===== src/rtl/count_run_sched.sv =====
// ---------------------------------------------------------------------------
// count_run_sched
//
// Purpose:
//   Round-robin scheduler sharing one CW-bit run counter between two
//   requesters. A requester holds its request high and supplies a run
//   length. The block grants one requester at a time, steps the shared
//   counter through 0 .. len-1 (one value per RUN cycle), then gives the
//   granted requester a one-cycle done pulse. A request that drops while
//   granted ends the run early with a one-cycle abort pulse instead.
//
// Ports:
//   clock1   in   1     rising-edge clock
//   reset    in   1     asynchronous, active-low reset
//   i_req    in   NREQ  level request per requester, held until done/abort
//   i_len0   in   CW    run length for requester 0, sampled in GRANT
//   i_len1   in   CW    run length for requester 1, sampled in GRANT
//   o_gnt    out  NREQ  registered one-hot grant (high in GRANT/RUN/DONE)
//   o_busy   out  1     high whenever a grant is active
//   o_count  out  CW    shared counter value
//   o_done   out  NREQ  one-cycle completion pulse to the granted requester
//   o_abort  out  1     one-cycle pulse when a run ends because req dropped
// ---------------------------------------------------------------------------
module count_run_sched #(
    parameter int CW   = 9,
    parameter int NREQ = 2
) (
    input  logic            clock1,
    input  logic            reset,
    input  logic [NREQ-1:0] i_req,
    input  logic [CW-1:0]   i_len0,
    input  logic [CW-1:0]   i_len1,
    output logic [NREQ-1:0] o_gnt,
    output logic            o_busy,
    output logic [CW-1:0]   o_count,
    output logic [NREQ-1:0] o_done,
    output logic            o_abort
);

    typedef enum logic [1:0] {
        IDLE  = 2'd0,
        GRANT = 2'd1,
        RUN   = 2'd2,
        DONE  = 2'd3
    } state_t;

    localparam logic [CW-1:0] ONE = CW'(1);

    state_t          r_state;
    state_t          w_nextState;

    logic            r_win;
    logic            r_rrLast;
    logic            r_aborted;
    logic [NREQ-1:0] r_gnt;
    logic [CW-1:0]   r_count;
    logic [CW-1:0]   r_lenQ;

    logic            w_anyReq;
    logic            w_winner;
    logic            w_reqHeld;
    logic [CW-1:0]   w_lenW;
    logic            w_lastCount;
    logic            w_abortNow;

    // Arbitration: a lone requester always wins; on a tie the requester
    // that did not finish the previous run wins. r_rrLast resets to 1 so
    // requester 0 takes the very first tie.
    always_comb begin
        w_anyReq = |i_req;
        w_winner = 1'b0;
        if (i_req == 2'b10) begin
            w_winner = 1'b1;
        end else if (i_req == 2'b11) begin
            w_winner = ~r_rrLast;
        end
    end

    // Per-run helpers: whether the granted requester is still asking, the
    // length it presents, and whether the counter sits on its final value.
    // w_lastCount is only consulted in RUN, where r_lenQ is at least 1,
    // so the subtraction cannot underflow there.
    always_comb begin
        w_reqHeld   = i_req[r_win];
        w_lenW      = r_win ? i_len1 : i_len0;
        w_lastCount = (r_count == (r_lenQ - ONE));
        w_abortNow  = ((r_state == GRANT) || (r_state == RUN)) && !w_reqHeld;
    end

    // State register. Reset forces IDLE immediately, even mid-run.
    always_ff @(posedge clock1 or negedge reset) begin
        if (!reset) begin
            r_state <= IDLE;
        end else begin
            r_state <= w_nextState;
        end
    end

    // Next-state logic. A dropped request takes priority over the normal
    // end of a run, so a drop on the last RUN cycle is reported as abort.
    always_comb begin
        w_nextState = r_state;
        unique case (r_state)
            IDLE: begin
                if (w_anyReq) begin
                    w_nextState = GRANT;
                end
            end
            GRANT: begin
                if (!w_reqHeld || (w_lenW == '0)) begin
                    w_nextState = DONE;
                end else begin
                    w_nextState = RUN;
                end
            end
            RUN: begin
                if (!w_reqHeld || w_lastCount) begin
                    w_nextState = DONE;
                end
            end
            DONE: begin
                w_nextState = IDLE;
            end
            default: begin
                w_nextState = IDLE;
            end
        endcase
    end

    // Datapath registers: winner and grant latched on leaving IDLE, length
    // captured in GRANT, counter stepping in RUN and freezing on the way
    // into DONE (both for normal completion and abort), cleared when the
    // run is retired. r_aborted remembers why DONE was entered so the DONE
    // cycle can choose between done and abort.
    always_ff @(posedge clock1 or negedge reset) begin
        if (!reset) begin
            r_win     <= 1'b0;
            r_rrLast  <= 1'b1;
            r_aborted <= 1'b0;
            r_gnt     <= '0;
            r_count   <= '0;
            r_lenQ    <= '0;
        end else begin
            r_aborted <= w_abortNow;
            unique case (r_state)
                IDLE: begin
                    r_count <= '0;
                    if (w_anyReq) begin
                        r_win <= w_winner;
                        r_gnt <= {w_winner, ~w_winner};
                    end
                end
                GRANT: begin
                    r_lenQ  <= w_lenW;
                    r_count <= '0;
                end
                RUN: begin
                    if (w_nextState == RUN) begin
                        r_count <= r_count + ONE;
                    end
                end
                DONE: begin
                    r_rrLast <= r_win;
                    r_gnt    <= '0;
                    r_count  <= '0;
                end
                default: begin
                    r_gnt   <= '0;
                    r_count <= '0;
                end
            endcase
        end
    end

    // Outputs are pure decodes of registered state, so nothing here
    // depends combinationally on the inputs.
    always_comb begin
        o_gnt   = r_gnt;
        o_busy  = |r_gnt;
        o_count = r_count;
        o_done  = '0;
        o_abort = 1'b0;
        if (r_state == DONE) begin
            if (r_aborted) begin
                o_abort = 1'b1;
            end else begin
                o_done = r_gnt;
            end
        end
    end

endmodule


===== config.mk =====
export PLATFORM = sky130hd
export DESIGN_NAME = count_run_sched
export DESIGN_NICKNAME = d
export VERILOG_FILES = /design/src/rtl/count_run_sched.sv
export SDC_FILE = /design/constraint.sdc
export NUM_CORES = 1
export LEC_CHECK = 0
export CAP_MARGIN = 30
export CORE_AREA = 2 2 66 68
export CTS_CLUSTER_DIAMETER = 50
export DETAILED_ROUTE_END_ITERATION = 7
export DIE_AREA = 0 0 68 70
export MAX_ROUTING_LAYER = met4
export PLACE_DENSITY_LB_ADDON = 0.08
export SLEW_MARGIN = 20
export SYNTH_ARGS = -nofsm -noshare
export SYNTH_HDL_FRONTEND = slang
export SYNTH_SLANG_ARGS = --single-unit

===== constraint.sdc =====
create_clock -name clock1 -period 2.1 [get_ports clock1]
set_input_delay 0.42 -clock clock1 [delete_from_list [all_inputs] [get_ports clock1]]
set_output_delay 0.42 -clock clock1 [all_outputs]
set_load 0.02 [all_outputs]

[Word-level counts from Yosys, hierarchy flattened]
Index checks and enable logic that the tools add are counted.
Storage, ports and cells
  memories: 0
  bits in latches: 0
  input bits: 22
  word-level logic and storage cells: 51
  memory bits (read-only): 0
  register bits after elaboration: 25
  output and inout port bits: 15
  memory bits (writable): 0
Cells by class
  shift-type cells: 0
  $add $sub $neg: 2
  reductions and logical operators: 13
  bitwise operators: 2
  multiply operators: 0
  multiplexer cells: 17
  $lt $le $gt $ge: 1
  eq/ne operators: 9
  divide/modulo/power cells: 0
Operators with widths (number)
  2-to-1 mux 9 bit: 2
  case mux 9 bit (2 select lines): 1
  equality test 2 bit (second input constant): 5
  2-to-1 mux 2 bit: 5
  adder 9 x 1 -> 9 bit (second input constant): 1
  equality test 9 bit: 1
  zero test 9 bit: 1
  subtractor 9 x 1 -> 9 bit (second input constant): 1
  case mux 2 bit (4 select lines): 1
  2-to-1 mux 1 bit: 7
  case mux 2 bit (2 select lines): 1
  AND reduction 2 bit: 2
  OR reduction 2 bit: 2
  logical OR 1 bit: 3
  OR reduction 3 bit: 1
  equality test 2 x 1 -> 1 bit (second input constant): 1
  zero test 2 bit: 1
  less-than comparator 1 x 2 -> 1 bit (second input constant): 1
  != test 2 x 1 -> 1 bit (second input constant): 1
  != test 2 bit (second input constant): 1
  inverter 1 bit: 2
  nonzero test 2 bit: 1
  logical AND 1 bit: 1
  zero test 1 bit: 1

[Depth between registers and ports, before layout]
  depth in word-level cells: 9
  gate-level depth with buffers: 9
  depth with buffers taken out: 8

[Worst setup path after synthesis]
No wires, ideal clock.
  kind: register -> register
  start: register r_lenQ[0]
  end: register r_count[3] (netlist: o_count[3])
  period minus slack after synthesis: 2179 ps
  setup time: 128 ps
  path buffers: 1
  stages on the path, launching flop included: 10
  path slack: -79 ps
  data required time: 1972 ps
  data arrival time: 2050 ps
  cells stage by stage: dfrtp_1 clkbuf_1 inv_1 ha_1 inv_1 or4_1 a31oi_1 o2111a_2 o21ai_0 mux2i_1
On the way
  word-level cells in the longest chain between the ends: 7
Ends and longest elaborated chain
  start, declared: line 57  | logic [CW-1:0] r_lenQ;
  start signal, assigned: line 154  | r_lenQ <= w_lenW;
  subtractor 9 x 1 -> 9 bit: line 86  | w_lastCount = (r_count == (r_lenQ - ONE));
  equality test 9 bit: line 86
  logical OR 1 bit: line 117  | if (!w_reqHeld || w_lastCount) begin
  2-to-1 mux 2 bit: line 117
  case mux 2 bit (4 select lines): line 103  | unique case (r_state)
  equality test 2 bit: line 158  | if (w_nextState == RUN) begin
  != test 2 x 1 -> 1 bit (no source line)
  end signal, assigned: line 159  | r_count <= r_count + ONE;
  end, declared: line 56  | logic [CW-1:0] r_count;
Every way passes these cells.
A chain may end at the register's enable or synchronous reset.

[Final worst setup path]
  start: register r_lenQ[2]
  end: register r_count[7] (netlist: o_count[7])
Same word-level chain as after synthesis.

==> results.sh <==
export IMPL_ios=37
export IMPL_ctsLongestPathBuffers=2
export IMPL_power_per_cell_area_nw_per_um2=1080
export IMPL_crit_cells=6
export IMPL_routedWlPerCell_um=15.2
export IMPL_crit_path_cell_trace="or4_4 > or2_4 > o211ai_1 > o2111a_2 > o32ai_2 > mux2i_1"
export IMPL_routed_via_count=1813
export IMPL_final_min_period_over_clock_period_pct=109
export IMPL_area_of_the_die_um2=4760
export IMPL_cts_hold_repair_buffers=0
export IMPL_cell_internal_pwr_w=0.00165
export IMPL_netlist_area_leader_share_pct=33.2
export IMPL_synth_seq_cells=25
export IMPL_p_sw_share_pct=43.5
export IMPL_report_final_setup_viol=10
export IMPL_status="complete, but fails checks"
export IMPL_syn_area_per_cell_um2=8.56
export IMPL_rows=24
export IMPL_tritoncts="built"
export IMPL_worst_slack_ps=-198
export IMPL_dominant_combinational_cell_family_by_area_after_synthesis="simple AND/OR/NAND/NOR gates"
export IMPL_drc_errors=0
export IMPL_gpl_final_weighted_congestion=0.832
export IMPL_slew_viol_final=0
export IMPL_share_seq_of_total_power_pct=26.2
export IMPL_crit_buf_inv=0
export IMPL_ctsRootBufferMaster="clkbuf_8"
export IMPL_htree_levels=1
export IMPL_drtIter0Drc=98
export IMPL_family_with_the_most_delay_on_the_worst_path="compound AO/OA/AOI/OAI gates"
export IMPL_synthXorXnorAreaFrac_pct=4.85
export IMPL_fin_skew_ps=8.66
export IMPL_drv_max_cap_violation_count=0
export IMPL_antenna_left=0
export IMPL_synth_compound_area_share_pct=14.0
export IMPL_synth_nets=239
export IMPL_count_of_flip_flops_with_a_built_in_enable_after_synthesis=0
export IMPL_grt_ovfl_total=0
export IMPL_syn2layout_area_growth_pct=50.1
export IMPL_dpl_cell_count=324
export IMPL_power_static_leakage_nw=1.11
export IMPL_post_route_cells_drive_above_1_share_pct=26.4
export IMPL_viasPerCell=5.46
export IMPL_worstSetupPathType="reg2reg"
export IMPL_number_of_global_route_vias_before_repair=1686
export IMPL_placeableCoreArea_um2=4140
export IMPL_die_height_um=70
export IMPL_post_layout_nonfiller_instances=332
export IMPL_synth_cell_area_um2=1810
export IMPL_initial_utilization_pct=43.6
export IMPL_timing_critical_path_fanout_max=5
export IMPL_number_of_antenna_cells_inserted=0
export IMPL_rsz0062_at_grt="true"
export IMPL_worst_r2r_endpoint="o_count[7]"
export IMPL_highest_attainable_clock_frequency_mhz=435
export IMPL_fill_cells=353
export IMPL_worst_slew_margin_rel_pct=62.8
export IMPL_regToRegStartpoint="r_lenQ[2]"
export IMPL_first_pass_grt_wire_length_mm=8.17
export IMPL_grt_start_max_net_pins=26
export IMPL_clkSlewWorstSetupHoldPaths_ps=90
export IMPL_clock_sinks=25
export IMPL_grt_antenna_before_repair=0
export IMPL_worstSkewPairLatency_ps=270
export IMPL_crit_slowest_cell="or4_4"
export IMPL_yosysTopAreaCell="dfrtp_1"
export IMPL_power_switching_w=0.00127
export IMPL_overall_power_of_the_completed_layout_w=0.00292
export IMPL_syn_inst=211
export IMPL_synth_simple_area_share_pct=26.4
export IMPL_synth_top_cells_by_area="dfrtp_1, mux2i_1, nand3_1"
export IMPL_worst_slew_pin_tran_ps=553
export IMPL_timing_critical_path_to_type="register"
export IMPL_data_required_time_at_the_worst_endpoint_ps=2260
export IMPL_ys_flop_type="dfrtp_1"
export IMPL_crit_path_max_incr_delay_ps=580
export IMPL_post_synth_mux_area_share_pct=11.7
export IMPL_final_hold_violation_count=0
export IMPL_design_final_nets=309
export IMPL_yosys_area_share_adder_pct=4.16
export IMPL_timing_critical_path_from_type="register"
export IMPL_timing_hold_worst_class="in2async"
export IMPL_die_width_um=68
export IMPL_irDropWorstVdd_mv=0.688
export IMPL_finalWirelength_mm=5.05
export IMPL_power_clock_fraction_pct=10.1
export IMPL_r2r_cells=6
export IMPL_dp_hpwl_mm=3.56
export IMPL_synth_cell_types=45
export IMPL_comb_power_share_pct=63.7
export IMPL_synth_yosys_seq_area_share_pct=34.7
export IMPL_synth_async_reset_ratio_pct=100
export IMPL_cp_arrival_ps=2450
export IMPL_portBuffers=36
export IMPL_cts_buf_count=3
export IMPL_reg2reg_slack_ps=-200
export IMPL_time_the_final_worst_path_needs_with_i_o_delays_and_setup_ps=2300
export IMPL_timing_hold_ws_ps=511
export IMPL_violations="negative setup slack"
export IMPL_grt_usage_pct=23.0
export IMPL_drt_pass1_iter_count=4
export IMPL_ys_warnings_count=0
-- state kept, by name, summed over array words and instances, names as in the netlist --
name,count
r_aborted,1
o_gnt,2
o_count,9
r_win,1
r_lenQ,9
r_state,2
r_rrLast,1
-- cell families after synthesis --
kind of cell	Yosys count
flip-flops	25
multiplexers	21
buffers and inverters	19
XOR/XNOR	10
AND/OR/NAND/NOR	92
adder cells (fa/ha/maj)	6
AO/OA/AOI/OAI	38
-- per-stage QoR --
step / util (%) / cell area, um^2 / setup TNS [ps] / setup slack, ps
after floorplan: - / 1820 / 0 / 5.40
after global placement: 59.6 / 2470 / -5340 / -557
after detailed placement: 59.6 / 2470 / -5050 / -533
after CTS: 63.8 / 2640 / -760 / -114
after global routing: 65.4 / 2710 / -1550 / -227
final: 65.4 / 2710 / -1250 / -198
-- synthesized netlist by cell type, types with 2 or more instances --
cell / count
nand4_1: 2
nor3_1: 5
or2_2: 2
ha_1: 6
xor2_1: 2
inv_1: 9
mux2i_1: 20
o22ai_1: 3
xnor2_1: 8
and2_1: 2
clkbuf_1: 8
nor2_1: 20
nand2_1: 17
nor4_1: 2
o21ai_0: 6
nand3_1: 19
or4_1: 4
a21oi_1: 15
a31oi_1: 2
nand2b_1: 9
nor3b_1: 2
dfrtp_1: 24
or3_1: 2
-- cell usage in the layout, fill, tap and decap left out, types with 2 or more instances in the layout --
cell type	count
buf_4	36
clkdlybuf4s50_1	32
dfrtp_1	24
mux2i_1	20
nor2_1	20
nand2_1	16
nand3_1	16
a21oi_1	15
inv_1	9
nand2b_1	9
xnor2_1	8
o21ai_2	6
nor3_1	5
ha_1	4
or4_4	3
nand3_2	3
clkbuf_8	3
dlygate4sd2_1	3
or4_1	2
nor4_4	2
nand4_1	2
nor3b_1	2
xor2_1	2
o22ai_1	2
o2111a_2	2
and2_1	2
buf_6	2
-- per-layer routing --
layer / up-vias / global-route usage, % / part of all wire (%)
li1: 903 / - / -
met1: 874 / 33.0 / 47
met2: 34 / 35.0 / 48
met3: 2 / 3.22 / 4.4
met4: 0 / 4.00 / 0.51
met5: - / - / 0
-- power groups by stage --
stage | combinational (W) | sequential, W | clock (W)
floorplan | 0.00105 | 0.000789 | 0
global placement | 0.00165 | 0.000771 | 0
detailed placement | 0.00167 | 0.000771 | 0
CTS | 0.00175 | 0.000764 | 0.000304
global route | 0.00203 | 0.000780 | 0.000328
finish | 0.00186 | 0.000767 | 0.000295
-- final cells by class --
class / instances / area, um^2 / share of cell area (%)
multi-input combinational: 168 / 1290 / 47.5
timing repair buffer: 74 / 652 / 24.0
sequential: 25 / 627 / 23.1
tap: 52 / 65.1 / 2.40
clock buffer: 4 / 45.0 / 1.66
inverter: 9 / 33.8 / 1.25
-- timing repair --
item | CTS | global route
gates cloned | 1 | 0
endpoints found under the setup margin | 13 | 11
gates resized for setup | 26 | 9
buffers inserted | 1 | 2
pin swaps | 18 | 8
-- how the worst max path moves through the flow --
stage,from,slack (ps),end
2_1_floorplan,r_lenQ[0],5,o_count[7]
3_3_place_gp,i_len1[0],-560,o_count[2]
3_5_place_dp,i_len1[0],-530,o_count[2]
4_1_cts,r_lenQ[2],-110,o_count[7]
5_1_grt,r_lenQ[2],-230,o_count[7]
6_report,r_lenQ[2],-200,o_count[7]
Power figures use the tool's default switching activity.
